File: config.mk
export PLATFORM = sky130hd
export DESIGN_NAME = object_move_2d_flat
export DESIGN_NICKNAME = d
export VERILOG_FILES = /design/src/rtl/object_move_2d_if.sv /design/src/rtl/object_move_2d.sv /design/src/flat_wrapper.sv
export SDC_FILE = /design/constraint.sdc
export NUM_CORES = 1
export LEC_CHECK = 0
export BUFFER_PORTS_ARGS = -buffer_cell sky130_fd_sc_hd__buf_2
export CELL_PAD_IN_SITES_DETAIL_PLACEMENT = 1
export CELL_PAD_IN_SITES_GLOBAL_PLACEMENT = 2
export CORE_UTILIZATION = 37
export CTS_BUF_LIST = sky130_fd_sc_hd__clkbuf_2
export CTS_CLUSTER_DIAMETER = 100
export DETAILED_ROUTE_END_ITERATION = 10
export GPL_TIMING_DRIVEN = 0
export PLACE_DENSITY = 0.87
export RECOVER_POWER = 100
export SLEW_MARGIN = 30
export SYNTH_ARGS = -nofsm -noshare
export SYNTH_HDL_FRONTEND = slang
export SYNTH_SLANG_ARGS = --single-unit
File: constraint.sdc
create_clock -name clk -period 3.88 [get_ports clk]
set_clock_uncertainty 0.05 [all_clocks]
set_input_delay 0.776 -clock clk [delete_from_list [all_inputs] [get_ports clk]]
set_output_delay 0.776 -clock clk [all_outputs]
set_load 0.03 [all_outputs]
File: src/rtl/object_move_2d_if.sv
// Control and position bundle between the keypad/collision logic and one sprite mover.
interface object_move_2d_if;
    logic               startOfFrame;
    logic               enable_sof;
    logic               respawn;
    logic               key_left;
    logic               key_right;
    logic               key_up;
    logic               key_down;
    logic               collision;
    logic [3:0]         HitEdgeCode;
    logic signed [10:0] topLeftX;
    logic signed [10:0] topLeftY;
    logic               edge_hit;
    logic               moving;

    modport master (
        output startOfFrame, enable_sof, respawn,
        output key_left, key_right, key_up, key_down,
        output collision, HitEdgeCode,
        input  topLeftX, topLeftY, edge_hit, moving
    );

    modport slave (
        input  startOfFrame, enable_sof, respawn,
        input  key_left, key_right, key_up, key_down,
        input  collision, HitEdgeCode,
        output topLeftX, topLeftY, edge_hit, moving
    );
endinterface

File: src/rtl/object_move_2d.sv
// Two-axis fixed-point sprite mover: key-driven (PLAYER) or self-propelled
// with wall/collision reflection (BOUNCE), updated once per video frame.
module object_move_2d #(
    parameter int MODE      = 0,
    parameter int INITIAL_X = 280,
    parameter int INITIAL_Y = 185,
    parameter int SPEED_X   = 64,
    parameter int SPEED_Y   = 0,
    parameter int FP_SHIFT  = 6,
    parameter int OBJ_W     = 32,
    parameter int OBJ_H     = 32,
    parameter int SCREEN_W  = 640,
    parameter int SCREEN_H  = 480,
    parameter int SAFETY    = 2
) (
    input  logic              clk,
    input  logic              reset,
    object_move_2d_if.slave   bus
);

    typedef enum logic [2:0] {
        IDLE_ST,
        MOVE_ST,
        SOF_ST,
        CHANGE_ST,
        LIMITS_ST
    } state_t;

    localparam logic signed [31:0] X_INIT = 32'(INITIAL_X << FP_SHIFT);
    localparam logic signed [31:0] Y_INIT = 32'(INITIAL_Y << FP_SHIFT);
    localparam logic signed [31:0] SPX    = 32'(SPEED_X);
    localparam logic signed [31:0] SPY    = 32'(SPEED_Y);
    localparam logic signed [31:0] VX_INIT = (MODE == 1) ? SPX : '0;
    localparam logic signed [31:0] VY_INIT = (MODE == 1) ? SPY : '0;
    localparam logic signed [31:0] LIM_L  = 32'(SAFETY << FP_SHIFT);
    localparam logic signed [31:0] LIM_R  = 32'((SCREEN_W - 1 - SAFETY - OBJ_W) << FP_SHIFT);
    localparam logic signed [31:0] LIM_T  = 32'(SAFETY << FP_SHIFT);
    localparam logic signed [31:0] LIM_B  = 32'((SCREEN_H - 1 - SAFETY - OBJ_H) << FP_SHIFT);
    localparam logic signed [10:0] PIX_X_INIT = 11'(INITIAL_X);
    localparam logic signed [10:0] PIX_Y_INIT = 11'(INITIAL_Y);

    // Edge classes as masks over the 16 possible hit codes
    localparam logic [15:0] MASK_LEFT   = 16'h1300;  // codes 8, 9, C
    localparam logic [15:0] MASK_RIGHT  = 16'h004C;  // codes 2, 3, 6
    localparam logic [15:0] MASK_TOP    = 16'h1050;  // codes 4, 6, C
    localparam logic [15:0] MASK_BOTTOM = 16'h020A;  // codes 1, 3, 9

    state_t             state, state_next;
    logic signed [31:0] Xpos, Ypos, Vx, Vy;
    logic signed [31:0] abs_vx, abs_vy;
    logic signed [31:0] vx_sof, vy_sof;
    logic signed [31:0] x_lim, y_lim, vx_lim, vy_lim;
    logic signed [10:0] x_pix, y_pix;
    logic               clamp_x, clamp_y;
    logic [15:0]        hit_reg;
    logic               hit_left, hit_right, hit_top, hit_bottom;
    logic               respawn_req;

    assign respawn_req = bus.respawn && (state != IDLE_ST);
    assign abs_vx      = Vx[31] ? -Vx : Vx;
    assign abs_vy      = Vy[31] ? -Vy : Vy;
    assign hit_left    = |(hit_reg & MASK_LEFT);
    assign hit_right   = |(hit_reg & MASK_RIGHT);
    assign hit_top     = |(hit_reg & MASK_TOP);
    assign hit_bottom  = |(hit_reg & MASK_BOTTOM);

    // State register
    always_ff @(posedge clk) begin
        if (reset) state <= IDLE_ST;
        else       state <= state_next;
    end

    // Next-state: frame sequence MOVE -> SOF -> CHANGE -> LIMITS, respawn overrides
    always_comb begin
        state_next = state;
        if (respawn_req) begin
            state_next = IDLE_ST;
        end else begin
            case (state)
                IDLE_ST:   if (bus.startOfFrame) state_next = MOVE_ST;
                MOVE_ST:   if (bus.startOfFrame && bus.enable_sof) state_next = SOF_ST;
                SOF_ST:    state_next = CHANGE_ST;
                CHANGE_ST: state_next = LIMITS_ST;
                LIMITS_ST: state_next = MOVE_ST;
                default:   state_next = IDLE_ST;
            endcase
        end
    end

    // Frame velocity from keys (PLAYER) or collision reflection (BOUNCE)
    always_comb begin
        vx_sof = Vx;
        vy_sof = Vy;
        if (MODE == 1) begin
            if (hit_left && hit_right) vx_sof = -Vx;
            else if (hit_left)         vx_sof = abs_vx;
            else if (hit_right)        vx_sof = -abs_vx;
            if (hit_top && hit_bottom) vy_sof = -Vy;
            else if (hit_top)          vy_sof = abs_vy;
            else if (hit_bottom)       vy_sof = -abs_vy;
        end else begin
            if (bus.key_left && !bus.key_right)      vx_sof = -SPX;
            else if (bus.key_right && !bus.key_left) vx_sof = SPX;
            else                                     vx_sof = '0;
            if (bus.key_up && !bus.key_down)         vy_sof = -SPY;
            else if (bus.key_down && !bus.key_up)    vy_sof = SPY;
            else                                     vy_sof = '0;
            if ((hit_left && vx_sof < 0) || (hit_right && vx_sof > 0))  vx_sof = '0;
            if ((hit_top && vy_sof < 0) || (hit_bottom && vy_sof > 0)) vy_sof = '0;
        end
    end

    // Clamp to the visible area; the clamped axis velocity turns away from (or stops at) the wall
    always_comb begin
        x_lim   = Xpos;
        y_lim   = Ypos;
        vx_lim  = Vx;
        vy_lim  = Vy;
        clamp_x = 1'b0;
        clamp_y = 1'b0;
        if (Xpos < LIM_L) begin
            x_lim   = LIM_L;
            clamp_x = 1'b1;
            vx_lim  = (MODE == 1) ? abs_vx : '0;
        end else if (Xpos > LIM_R) begin
            x_lim   = LIM_R;
            clamp_x = 1'b1;
            vx_lim  = (MODE == 1) ? -abs_vx : '0;
        end
        if (Ypos < LIM_T) begin
            y_lim   = LIM_T;
            clamp_y = 1'b1;
            vy_lim  = (MODE == 1) ? abs_vy : '0;
        end else if (Ypos > LIM_B) begin
            y_lim   = LIM_B;
            clamp_y = 1'b1;
            vy_lim  = (MODE == 1) ? -abs_vy : '0;
        end
        x_pix = 11'(x_lim >>> FP_SHIFT);
        y_pix = 11'(y_lim >>> FP_SHIFT);
    end

    // Collision collection; a hit arriving in SOF_ST survives the per-frame clear
    always_ff @(posedge clk) begin
        if (reset || respawn_req) begin
            hit_reg <= '0;
        end else if (state == SOF_ST) begin
            hit_reg <= bus.collision ? (16'd1 << bus.HitEdgeCode) : '0;
        end else if (bus.collision) begin
            hit_reg[bus.HitEdgeCode] <= 1'b1;
        end
    end

    // Position/velocity datapath and registered outputs; frozen while a respawn is pending
    always_ff @(posedge clk) begin
        if (reset) begin
            Xpos         <= X_INIT;
            Ypos         <= Y_INIT;
            Vx           <= VX_INIT;
            Vy           <= VY_INIT;
            bus.topLeftX <= PIX_X_INIT;
            bus.topLeftY <= PIX_Y_INIT;
            bus.edge_hit <= 1'b0;
            bus.moving   <= 1'b0;
        end else begin
            bus.edge_hit <= 1'b0;
            if (!respawn_req) begin
                case (state)
                    IDLE_ST: begin
                        Xpos         <= X_INIT;
                        Ypos         <= Y_INIT;
                        Vx           <= VX_INIT;
                        Vy           <= VY_INIT;
                        bus.topLeftX <= PIX_X_INIT;
                        bus.topLeftY <= PIX_Y_INIT;
                    end
                    SOF_ST: begin
                        Vx <= vx_sof;
                        Vy <= vy_sof;
                    end
                    CHANGE_ST: begin
                        Xpos <= Xpos + Vx;
                        Ypos <= Ypos + Vy;
                    end
                    LIMITS_ST: begin
                        Xpos         <= x_lim;
                        Ypos         <= y_lim;
                        Vx           <= vx_lim;
                        Vy           <= vy_lim;
                        bus.topLeftX <= x_pix;
                        bus.topLeftY <= y_pix;
                        bus.edge_hit <= clamp_x || clamp_y;
                        bus.moving   <= (Vx != 0) || (Vy != 0);
                    end
                    default: ;
                endcase
            end
        end
    end

endmodule

File: src/flat_wrapper.sv
// flat-port wrapper written by rule: the top's interface ports become plain ports
module object_move_2d_flat 
#(
    parameter int MODE      = 0,
    parameter int INITIAL_X = 280,
    parameter int INITIAL_Y = 185,
    parameter int SPEED_X   = 64,
    parameter int SPEED_Y   = 0,
    parameter int FP_SHIFT  = 6,
    parameter int OBJ_W     = 32,
    parameter int OBJ_H     = 32,
    parameter int SCREEN_W  = 640,
    parameter int SCREEN_H  = 480,
    parameter int SAFETY    = 2
)
  (clk, reset, bus_startOfFrame, bus_enable_sof, bus_respawn, bus_key_left, bus_key_right, bus_key_up, bus_key_down, bus_collision, bus_HitEdgeCode, bus_topLeftX, bus_topLeftY, bus_edge_hit, bus_moving);
  object_move_2d_if bus_i ();
  input  logic clk;
  input  logic reset;
  input wire logic [$bits(bus_i.startOfFrame)-1:0] bus_startOfFrame;
  input wire logic [$bits(bus_i.enable_sof)-1:0] bus_enable_sof;
  input wire logic [$bits(bus_i.respawn)-1:0] bus_respawn;
  input wire logic [$bits(bus_i.key_left)-1:0] bus_key_left;
  input wire logic [$bits(bus_i.key_right)-1:0] bus_key_right;
  input wire logic [$bits(bus_i.key_up)-1:0] bus_key_up;
  input wire logic [$bits(bus_i.key_down)-1:0] bus_key_down;
  input wire logic [$bits(bus_i.collision)-1:0] bus_collision;
  input wire logic [$bits(bus_i.HitEdgeCode)-1:0] bus_HitEdgeCode;
  output wire logic [$bits(bus_i.topLeftX)-1:0] bus_topLeftX;
  output wire logic [$bits(bus_i.topLeftY)-1:0] bus_topLeftY;
  output wire logic [$bits(bus_i.edge_hit)-1:0] bus_edge_hit;
  output wire logic [$bits(bus_i.moving)-1:0] bus_moving;
  assign bus_i.startOfFrame = bus_startOfFrame;
  assign bus_i.enable_sof = bus_enable_sof;
  assign bus_i.respawn = bus_respawn;
  assign bus_i.key_left = bus_key_left;
  assign bus_i.key_right = bus_key_right;
  assign bus_i.key_up = bus_key_up;
  assign bus_i.key_down = bus_key_down;
  assign bus_i.collision = bus_collision;
  assign bus_i.HitEdgeCode = bus_HitEdgeCode;
  assign bus_topLeftX = bus_i.topLeftX;
  assign bus_topLeftY = bus_i.topLeftY;
  assign bus_edge_hit = bus_i.edge_hit;
  assign bus_moving = bus_i.moving;
  object_move_2d #(.MODE(MODE), .INITIAL_X(INITIAL_X), .INITIAL_Y(INITIAL_Y), .SPEED_X(SPEED_X), .SPEED_Y(SPEED_Y), .FP_SHIFT(FP_SHIFT), .OBJ_W(OBJ_W), .OBJ_H(OBJ_H), .SCREEN_W(SCREEN_W), .SCREEN_H(SCREEN_H), .SAFETY(SAFETY)) u_core (.clk(clk), .reset(reset), .bus(bus_i));
endmodule
==> results.sh <==
export IMPL_syn_to_final_growth_pct=11.4
export IMPL_r2r_slack_ns=0.41
export IMPL_ant_nets=0
export IMPL_regToRegStartpoint="u_core.Vx[30]"
export IMPL_synth_top_family_by_area="compound AO/OA/AOI/OAI gates"
export IMPL_crit_type="reg -> reg"
export IMPL_leakagePower_nw=1.65
export IMPL_ys_ff_latch=61
export IMPL_die_width_um=103
export IMPL_cts_buffer_depth=2
export IMPL_final_setup_viol_count=0
export IMPL_numCtsBuffers=9
export IMPL_reg_largest_list="u_core.Xpos: 26 flops, u_core.bus.topLeftX: 11 flops, u_core.bus.topLeftY: 7 flops"
export IMPL_clock_sinks=61
export IMPL_grt_setup_unrepaired="no"
export IMPL_cts_tree="built"
export IMPL_antenna_found_initial=0
export IMPL_io_pins=38
export IMPL_synthTopCellsByCount="61 x dfxtp_1, 54 x nor2_1, 39 x a21oi_1, 29 x nand2_1, 27 x ha_1"
export IMPL_cts_resized=0
export IMPL_synth_most_common_cell="dfxtp_1"
export IMPL_synth_flop_cell="dfxtp_1"
export IMPL_end_kind="flop"
export IMPL_fill_cells=1273
export IMPL_synth_top_cell_area_share_pct=32.4
export IMPL_critPathArrivalTime_ns=3.81
export IMPL_crit_fanout=28
export IMPL_syn_inst=454
export IMPL_numPortBuffers=34
export IMPL_cts_root_buf="clkbuf_2"
export IMPL_synthSimpleGateAreaFrac_pct=20.5
export IMPL_post_cts_setup_buffer_count=0
export IMPL_yosysTopAreaCell="dfxtp_1"
export IMPL_regToRegEndpoint="u_core.Xpos[31]"
export IMPL_async_flop_share_pct=0
export IMPL_drc=0
export IMPL_period_needed_ns=3.47
export IMPL_worstMarginPinSlew_ns=1.01
export IMPL_p_int_mw=0.939
export IMPL_min_to="u_core.bus.topLeftX[0]"
export IMPL_chipHeight_um=103
export IMPL_crit_path_top_delay_cell="dfxtp_2"
export IMPL_largest_reg_flops=26
export IMPL_drt_pass1_iterations=4
export IMPL_yosysWarnings=0
export IMPL_postCtsHoldBufs=0
export IMPL_rows=36
export IMPL_maxCapViolCount=0
export IMPL_grt_ovfl_total=0
export IMPL_core_um2=9820
export IMPL_grt_max_degree=29
export IMPL_slowest_delay_ns=0.82
export IMPL_use_met2_pct=38.2
export IMPL_synth_area_mux_share_pct=0
export IMPL_post_drt_via_cell_ratio=5.64
export IMPL_ff2ff_path_depth=10
export IMPL_synthAdderAreaFrac_pct=9.74
export IMPL_netSwitchingFraction_pct=25.6
export IMPL_avgSynthCellArea_um2=8.31
export IMPL_synth_edf_count=0
export IMPL_dr_total_vias=3594
export IMPL_grt_first_pass_wirelength_um=17900
export IMPL_maxSlewHeadroom_pct=32.9
export IMPL_status="complete, no violations"
export IMPL_routed_wl_um=11100
export IMPL_largest_register="u_core.Xpos"
export IMPL_clk_pin_slew_ns=0.18
export IMPL_fin_crit_sh_pct=89.5
export IMPL_cp_top_family="compound AO/OA/AOI/OAI gates"
export IMPL_power_switching_mw=0.323
export IMPL_wl_per_cell_um=17.4
export IMPL_start_kind="flop"
export IMPL_die_area_um2=10600
export IMPL_synthXorXnorAreaFrac_pct=4.41
export IMPL_fin_nets=541
export IMPL_seq_power_share_pct=50.4
export IMPL_synth_compound_area_share_pct=30.1
export IMPL_grt_pass1_vias=3611
export IMPL_max_freq_mhz=288
export IMPL_diodes=0
export IMPL_synth_seq_area_share_pct=32.4
export IMPL_total_power_mw=1.26
export IMPL_start_util_pct=38.4
export IMPL_cp_required_ns=4.22
export IMPL_syn_num_nets=496
export IMPL_syn_area_um2=3770
export IMPL_h_tree_depth=3
export IMPL_setup_tns_ns=0
export IMPL_clk_latency_ns=0.50
export IMPL_pwr_share_comb_pct=7.4
export IMPL_hold_viol=0
export IMPL_slew_viol_final=0
export IMPL_netlist_top_cells_area="dfxtp_1 32%, ha_1 8.9%, nor2_1 5.4%"
export IMPL_hpwl_um=8350
export IMPL_critical_path_buf_inv_count=0
export IMPL_power_frac_clock_pct=42.2
export IMPL_grt_usage_pct=22.0
export IMPL_hold_class="reg -> reg"
export IMPL_power_density_nw_per_um2=300
export IMPL_whs_path_depth=2
export IMPL_drtIter0Drc=127
export IMPL_gp_congestion=0.821
export IMPL_busiest_layer="met2"
export IMPL_synth_cell_types=60
export IMPL_path_cells="ha_1, a211oi_1, o21ai_2, o211ai_1, a311oi_1, o21ai_1, a41oi_1, xnor2_1, and3_1, a211o_1"
export IMPL_grtUsageMet3_pct=2.78
export IMPL_met1_usage_pct=27.8
export IMPL_drive_gt1_share_pct=7.74
export IMPL_vdd_drop_max_v=0.000138
export IMPL_holdCritStartpoint="u_core.bus.topLeftX[0]"
-- stage by stage --
| stage | instance area (µm²) | hold slack [ns] | util (%) | setup slack (ns) | std cells |
|---|---|---|---|---|---|
| final | 4210 | 0.420 | 42.8 | 0.409 | 637 |
| after global routing | 4210 | 0.445 | 42.8 | 0.188 | 637 |
| after CTS | 4270 | 0.425 | 43.5 | 0.372 | 637 |
| after detailed placement | 4110 | 0.401 | 41.9 | 0.425 | 621 |
| after global placement | 4110 | 0.387 | 41.9 | 0.0760 | 621 |
| after floorplan | 3770 | 0.398 | - | 0.895 | 454 |
-- per-layer routing --
| metal | share of wire [%] | wire [µm] |
|---|---|---|
| met1 | 47 | 5200 |
| met2 | 48 | 5380 |
| met3 | 2.8 | 312 |
| met4 | 2.0 | 223 |
| met5 | 0 | 0 |
-- logic make-up after synthesis --
logic type      count (synthesis)
compound gates                159
simple gates                  159
flops                          61
fa+ha+maj                      29
buf+inv                        27
xor+xnor                       19
-- tightest hold or removal path, cell delays in order (launching register included) --
cell and delay (ns):
dfxtp_1 0.35, nand2_1 0.05, a21oi_1 0.05
-- worst max path at each step --
| stage | start | depth (start not counted) | endpoint |
|---|---|---|---|
| floorplan | u_core.Vx[30] | 11 | u_core.Xpos[31] |
| global placement | u_core.Vx[30] | 11 | u_core.Xpos[28] |
| detailed placement | u_core.Vx[30] | 11 | u_core.Xpos[28] |
| CTS | u_core.Vx[30] | 11 | u_core.Xpos[28] |
| global route | u_core.Vx[30] | 11 | u_core.Xpos[28] |
| finish | u_core.Vx[30] | 10 | u_core.Xpos[31] |
-- cell type report --
type                    count  area, µm²  area share [%]
repair buffers             34        140            3.33
clock inverters             6        111            2.65
inverters                   8       30.0           0.714
flip-flops and latches     61       1220            29.1
plain buffers              19       73.8            1.76
well taps                 133        166            3.96
clock buffers              10       50.0            1.19
multi-input cells         366       2410            57.3
-- cells in the final DEF (no fill, tap or decap), types with 4 or more instances in the layout --
| cell type | n |
|---|---|
| dfxtp_1 | 60 |
| nor2_1 | 55 |
| clkbuf_1 | 41 |
| a21oi_1 | 41 |
| nand2_1 | 29 |
| ha_1 | 27 |
| o21ai_0 | 22 |
| nor3_1 | 15 |
| nand2b_1 | 14 |
| xnor2_1 | 14 |
| a22oi_1 | 14 |
| a21o_1 | 12 |
| buf_2 | 12 |
| a211oi_1 | 11 |
| clkbuf_2 | 10 |
| o211ai_1 | 9 |
| inv_1 | 8 |
| nor4_1 | 8 |
| nand3_1 | 8 |
| a22o_1 | 8 |
| or3_1 | 7 |
| o21a_1 | 6 |
| xor2_1 | 5 |
| and3_1 | 4 |
| o21bai_1 | 4 |
-- power groups by stage --
stage / Combinational (mW) / Clock (mW) / Sequential [mW]
floorplan: 0.0637 / 0 / 0.647
global placement: 0.0940 / 0 / 0.648
detailed placement: 0.0971 / 0 / 0.648
global route: 0.104 / 0.577 / 0.637
CTS: 0.0973 / 0.548 / 0.635
finish: 0.0937 / 0.533 / 0.635
(Power assumes the default switching activity.)
